$ cat config.mk
export PLATFORM = sky130hd
export DESIGN_NAME = lsu_remote_resp
export DESIGN_NICKNAME = d
export VERILOG_FILES = /design/src/rtl/lsu_remote_resp_pkg.sv /design/src/rtl/lsu_load_align.sv /design/src/rtl/lsu_remote_resp_fifo.sv /design/src/rtl/lsu_remote_resp.sv
export SDC_FILE = /design/constraint.sdc
export NUM_CORES = 1
export LEC_CHECK = 0
export CORE_ASPECT_RATIO = 0.9
export CORE_MARGIN = 5
export CORE_UTILIZATION = 35
export CTS_BUF_LIST = sky130_fd_sc_hd__clkbuf_4
export DETAILED_ROUTE_END_ITERATION = 10
export HOLD_SLACK_MARGIN = 0.12
export PLACE_DENSITY = 0.71
export SETUP_SLACK_MARGIN = 0.15
export SYNTH_ARGS = -nofsm -noshare
export SYNTH_HDL_FRONTEND = slang
export SYNTH_SLANG_ARGS = --single-unit
$ cat constraint.sdc
create_clock -name clk_i -period 2.7 [get_ports clk_i]
set_input_delay 0.54 -clock clk_i [delete_from_list [all_inputs] [get_ports clk_i]]
set_output_delay 0.54 -clock clk_i [all_outputs]
set_load 0.01 [all_outputs]
$ cat src/rtl/lsu_remote_resp_pkg.sv
// rtl/lsu_remote_resp_pkg.sv - shared types for the remote response receive path
package lsu_remote_resp_pkg;

    localparam int RESP_DATA_W = 32;
    localparam int RESP_REG_W  = 5;

    typedef struct packed {
        logic       float_wb;
        logic       icache_fetch;
        logic       is_unsigned_op;
        logic       is_byte_op;
        logic       is_hex_op;
        logic [1:0] part_sel;
    } load_info_s;

    typedef struct packed {
        load_info_s             load_info;
        logic [RESP_REG_W-1:0]  reg_id;
        logic [RESP_DATA_W-1:0] data;
    } lsu_resp_s;

endpackage

$ cat src/rtl/lsu_load_align.sv
// rtl/lsu_load_align.sv - selects the addressed byte/halfword of a load response and extends it
module lsu_load_align
    import lsu_remote_resp_pkg::*;
(
    input  logic [RESP_DATA_W-1:0] data_i,
    input  load_info_s             info_i,
    output logic [RESP_DATA_W-1:0] data_o
);

    logic [7:0]  byte_w;
    logic [15:0] half_w;
    logic        sign_ext;

    always_comb begin
        byte_w   = data_i[7:0];
        half_w   = info_i.part_sel[1] ? data_i[31:16] : data_i[15:0];
        sign_ext = 1'b0;
        data_o   = data_i;
        case (info_i.part_sel)
            2'd1:    byte_w = data_i[15:8];
            2'd2:    byte_w = data_i[23:16];
            2'd3:    byte_w = data_i[31:24];
            default: byte_w = data_i[7:0];
        endcase
        if (info_i.is_byte_op) begin
            sign_ext = ~info_i.is_unsigned_op & byte_w[7];
            data_o   = {{24{sign_ext}}, byte_w};
        end else if (info_i.is_hex_op) begin
            sign_ext = ~info_i.is_unsigned_op & half_w[15];
            data_o   = {{16{sign_ext}}, half_w};
        end
    end

endmodule

$ cat src/rtl/lsu_remote_resp_fifo.sv
// rtl/lsu_remote_resp_fifo.sv - two-entry registered response queue with registered ready
module lsu_remote_resp_fifo #(
    parameter int width_p = 8
) (
    input  logic               clk_i,
    input  logic               reset_i,
    input  logic               enq_v_i,
    input  logic [width_p-1:0] enq_data_i,
    output logic               ready_o,
    input  logic               deq_i,
    output logic               v_o,
    output logic [width_p-1:0] data_o
);

    logic [width_p-1:0] mem_q [2];
    logic [width_p-1:0] mem_d [2];
    logic wptr_q, wptr_d, rptr_q, rptr_d;
    logic full_q, full_d, empty_q, empty_d;
    logic enq, deq;

    always_comb begin
        mem_d   = mem_q;
        wptr_d  = wptr_q;
        rptr_d  = rptr_q;
        full_d  = full_q;
        empty_d = empty_q;
        // A full queue refuses new data even when the head leaves this cycle.
        enq = enq_v_i & ~full_q;
        deq = deq_i & ~empty_q;
        if (enq) begin
            mem_d[wptr_q] = enq_data_i;
            wptr_d        = ~wptr_q;
        end
        if (deq) begin
            rptr_d = ~rptr_q;
        end
        if (enq && !deq) begin
            empty_d = 1'b0;
            full_d  = (wptr_d == rptr_q);
        end else if (deq && !enq) begin
            full_d  = 1'b0;
            empty_d = (rptr_d == wptr_q);
        end
    end

    always_ff @(posedge clk_i) begin
        if (!reset_i) begin
            wptr_q  <= 1'b0;
            rptr_q  <= 1'b0;
            full_q  <= 1'b0;
            empty_q <= 1'b1;
        end else begin
            wptr_q  <= wptr_d;
            rptr_q  <= rptr_d;
            full_q  <= full_d;
            empty_q <= empty_d;
        end
    end

    always_ff @(posedge clk_i) begin
        mem_q <= mem_d;
    end

    assign ready_o = ~full_q;
    assign v_o     = ~empty_q;
    assign data_o  = mem_q[rptr_q];

endmodule

$ cat src/rtl/lsu_remote_resp.sv
// rtl/lsu_remote_resp.sv - buffers remote load/AMO/fetch responses and routes them to int RF, FP RF or icache
module lsu_remote_resp
    import lsu_remote_resp_pkg::*;
#(
    parameter int data_width_p     = 32,
    parameter int reg_addr_width_p = 5,
    parameter int max_out_p        = 16
) (
    input  logic                        clk_i,
    input  logic                        reset_i,
    input  logic                        issue_v_i,
    output logic                        credit_avail_o,
    input  logic                        resp_v_i,
    output logic                        resp_ready_o,
    input  logic [data_width_p-1:0]     resp_data_i,
    input  load_info_s                  resp_info_i,
    input  logic [reg_addr_width_p-1:0] resp_reg_id_i,
    output logic                        int_wb_v_o,
    output logic [reg_addr_width_p-1:0] int_wb_rd_o,
    output logic [data_width_p-1:0]     int_wb_data_o,
    input  logic                        int_wb_yumi_i,
    output logic                        fp_wb_v_o,
    output logic [reg_addr_width_p-1:0] fp_wb_rd_o,
    output logic [data_width_p-1:0]     fp_wb_data_o,
    input  logic                        fp_wb_yumi_i,
    output logic                        ifetch_v_o,
    output logic [data_width_p-1:0]     ifetch_data_o,
    input  logic                        ifetch_yumi_i,
    output logic                        idle_o
);

    localparam int CNT_W = $clog2(max_out_p + 1);
    localparam logic [CNT_W-1:0] MAX_CNT = CNT_W'(max_out_p);

    lsu_resp_s                enq_resp, head;
    logic                     head_v, deq;
    logic [data_width_p-1:0]  aligned;
    logic [CNT_W-1:0]         cnt_q, cnt_d;

    assign enq_resp = '{load_info: resp_info_i, reg_id: resp_reg_id_i, data: resp_data_i};

    lsu_remote_resp_fifo #(.width_p($bits(lsu_resp_s))) fifo (
        .clk_i      (clk_i),
        .reset_i    (reset_i),
        .enq_v_i    (resp_v_i),
        .enq_data_i (enq_resp),
        .ready_o    (resp_ready_o),
        .deq_i      (deq),
        .v_o        (head_v),
        .data_o     (head)
    );

    lsu_load_align align (
        .data_i (head.data),
        .info_i (head.load_info),
        .data_o (aligned)
    );

    always_comb begin
        int_wb_v_o    = 1'b0;
        int_wb_rd_o   = '0;
        int_wb_data_o = '0;
        fp_wb_v_o     = 1'b0;
        fp_wb_rd_o    = '0;
        fp_wb_data_o  = '0;
        ifetch_v_o    = 1'b0;
        ifetch_data_o = '0;
        if (head_v) begin
            if (head.load_info.icache_fetch) begin
                ifetch_v_o    = 1'b1;
                ifetch_data_o = head.data;
            end else if (head.load_info.float_wb) begin
                fp_wb_v_o    = 1'b1;
                fp_wb_rd_o   = head.reg_id;
                fp_wb_data_o = head.data;
            end else begin
                int_wb_v_o    = 1'b1;
                int_wb_rd_o   = head.reg_id;
                int_wb_data_o = aligned;
            end
        end
    end

    assign deq = (int_wb_v_o & int_wb_yumi_i) | (fp_wb_v_o & fp_wb_yumi_i)
               | (ifetch_v_o & ifetch_yumi_i);

    // Over/underflow is a caller bug: flag it and leave the count untouched.
    always_comb begin
        cnt_d = cnt_q;
        if (issue_v_i && !deq && cnt_q != MAX_CNT) begin
            cnt_d = cnt_q + CNT_W'(1);
        end else if (deq && !issue_v_i && cnt_q != '0) begin
            cnt_d = cnt_q - CNT_W'(1);
        end
    end

    always_ff @(posedge clk_i) begin
        if (!reset_i) begin
            cnt_q <= '0;
        end else begin
            cnt_q <= cnt_d;
        end
    end

    always_ff @(posedge clk_i) begin
        if (reset_i) begin
            assert (!(issue_v_i && !deq && cnt_q == MAX_CNT)) else $error("credit overflow");
            assert (!(deq && !issue_v_i && cnt_q == '0)) else $error("credit underflow");
            assert (!(resp_v_i && resp_ready_o && cnt_q == '0)) else $error("unsolicited response");
            assert (!(int_wb_yumi_i && !int_wb_v_o)) else $error("int yumi without valid");
            assert (!(fp_wb_yumi_i && !fp_wb_v_o)) else $error("fp yumi without valid");
            assert (!(ifetch_yumi_i && !ifetch_v_o)) else $error("ifetch yumi without valid");
        end
    end

    assign credit_avail_o = (cnt_q < MAX_CNT);
    assign idle_o         = (cnt_q == '0) && !head_v;

endmodule
==> results.cfg <==
[sta]
fmax_ghz = 0.3200
min_period_over_period_pct = 115.7
rsz0062_at_grt = yes
post-route-min-period_ns = 3.125
final.setup.tns_ns = -19.64
tightest_slew_ns = 0.5483
maxSlewViolCount = 0
setup_viol = 87
worst_slack_ns = -0.4247
skew_ns = 0.01357
maxSlewHeadroom_pct = 62.40
hold_violations = 0

[die]
rows = 42
dieArea_um2 = 17270
die_w_um = 138.0
io_pins = 163
die_h_um = 125.2
core-area_um2 = 14610
start_util_pct = 35.30

[clock_network]
cts_tree = yes
path_clk_slew_ns = 0.15
holdBufCountCts = 0
ctsLongestPathBuffers = 2
numCtsBuffers = 9
cts_num_sinks = 97
htree_levels = 3
clockRootBuffer = clkbuf_4
clk-insertion-delay-late_ns = 0.48

[power_and_ir_drop]
power_w = 0.007195
p_leak_nw = 3.800
peakVddDrop_v = 0.0003526
power_density_nw_per_um2 = 751.5

[yosys]
synthesis.area_um2 = 5157
synth_seq_area_share_pct = 54.73
synth_cell_types = 53
syn_inst = 442
synth_warnings = 0
async_reset_ff_share_pct = 0
synth_seq_cells = 97
synth_nets = 500
avgSynthCellArea_um2 = 11.67
synth_top_flop_cell = edfxtp_1
synth_edf_count = 88

[setup_path]
critical_path_class = reg -> out
critPathMaxFanout = 7
crit_arrival_ns = 2.58
critPathCaptureType = primary output
cp.required_ns = 2.16
start_kind = register

[placed_design]
portBuffers = 162
dp_hpwl_mm = 12.42
dpl_cell_area_um2 = 7575
gp_congestion = 0.8618
dp_cells = 846

[routing]
drc = 0
detail_route.vias_per_cell = 5.393
post_drt_wl_per_cell_um = 22.91
met2_length_mm = 10.29
ant_nets = 0
drtIter0Drc = 538
vias = 5075
drt_pre_antenna_iters = 5
wl_met3_mm = 1.980
met1_length_mm = 8.620
highest_layer = met4
drt_wl_total_mm = 21.56

[finish]
fin_nets = 795
final_cell_count_no_fill = 941
drive_gt1_share_pct = 59.57
area_growth_syn_to_layout_pct = 85.64
final_area_um2 = 9574

[grt]
antenna_found_initial = 1
grt_max_degree = 41
overflow = 0
grtUsageTotal_pct = 23.71
grt_pass1_vias = 5053
grt_pass1_wl_mm = 30.30

[outcome]
failed_checks = setup timing
status = finished with violations

[worst_hold_path]
hold_path_class = reg -> reg

[job]
maxCapViolCount = 0
layout make-up:
| cell class | count | area, µm² |
|---|---|---|
| tap | 198 | 247.7 |
| clock inverter | 6 | 82.58 |
| multi-input combinational | 305 | 3153 |
| fill | 1041 | 5035 |
| sequential | 97 | 2828 |
| timing repair buffer | 313 | 3142 |
| clock buffer | 10 | 75.07 |
| antenna | 1 | 2.502 |
| inverter | 11 | 43.79 |
stage by stage:
step	hold WS [ns]	utilization (%)	setup slack, ns
floorplan	0.4550	-	0.07945
global placement	0.4675	51.85	-0.2009
detailed placement	0.4845	51.85	-0.3127
CTS	0.5118	59.23	-0.3656
global route	0.5339	65.54	-0.4798
finish	0.5199	65.54	-0.4247
synthesized netlist by cell type, drive strengths merged, types with 2 or more instances:
cell	instances	area share, %
a211o	15	2.5
a211oi	15	2.2
a21o	4	0.61
a21oi	28	2.9
and2	3	0.39
and3	2	0.27
buf	20	3.0
clkbuf	12	0.87
dfxtp	9	3.5
edfxtp	88	51
ha	6	1.5
inv	11	0.80
mux2	3	0.65
mux2i	68	14
nand2	22	1.6
nor2	85	6.2
nor2b	10	1.2
nor3	8	0.78
nor3b	2	0.39
nor4bb	2	0.39
o21a	2	0.29
o21ai	2	0.19
o21bai	2	0.29
or2	2	0.24
xnor2	2	0.34
xor2	2	0.34
path summary, 6_finish.rpt:
check,startpoint,endpoint,slack [ns],cells after the start
max,fifo.rptr_q,int_wb_data_o[26],-0.42,8
min reg2reg,cnt_q[3],cnt_q[3],0.52,2
max reg2reg,fifo.rptr_q,cnt_q[4],-0.27,14
min,cnt_q[3],cnt_q[3],0.52,2
kinds of logic after synthesis:
group | after synthesis | share of synthesized area (%)
and+or+nand+nor | 142 | 12.49
DFF | 97 | 54.73
xor gates and xnor gates | 5 | 1.116
buffers and inverters | 43 | 4.658
AOI/OAI and AO/OA | 76 | 10.38
muxes | 72 | 14.77
adders and majority gates | 7 | 1.844
registers in the layout (all words and copies together) (netlist names):
name / flops
fifo.empty_q: 1
fifo.wptr_q: 1
fifo.full_q: 1
fifo.mem_q: 88
fifo.rptr_q: 1
cnt_q: 5
metal layers:
| metal | up-vias | GRT usage (%) |
|---|---|---|
| met2 | 308 | 36.74 |
| met4 | 0 | 9.704 |
| li1 | 2222 | - |
| met1 | 2499 | 32.01 |
| met5 | - | 0 |
| met3 | 46 | 5.582 |
placed cells by master (no fill, tap or decap), drive strengths merged, types with 2 or more instances in the layout:
cell type      count
nor2              87
o21ai              2
dfxtp              9
a21oi             28
bufinv             2
clkbuf            12
nor4bb             2
nor3b              2
edfxtp            88
o21bai             2
a211o             15
xor2               2
or2                2
ha                 6
clkinv             4
a21o               4
nor3               8
nor2b             10
mux2i             68
nand2             22
clkdlybuf4s50     53
mux2               3
buf              258
and2               4
a211oi            15
inv               11
o21a               2
xnor2              2
and3               2
power breakdown:
group,internal (W),switching (W)
sequential,0.00186,0.000153
combinational,0.00219,0.00211
clock,0.000382,0.000502
repair_timing:
item,CTS,global route
gates cloned,9,1
setup endpoints to repair,113,117
setup buffers,52,16
resized for setup,590,181
endpoints found under the hold margin,0,0
pin swaps,28,28
worst max-delay path, cell delays in order, from the launching register on:
cell,delay [ns]
dfxtp_4,0.41
buf_8,0.14
o32a_1,0.36
mux4_2,0.55
nand3_4,0.16
buf_12,0.13
buf_16,0.13
a21oi_2,0.06
buf_2,0.15
Note: power is estimated with default switching activity, not from simulation.
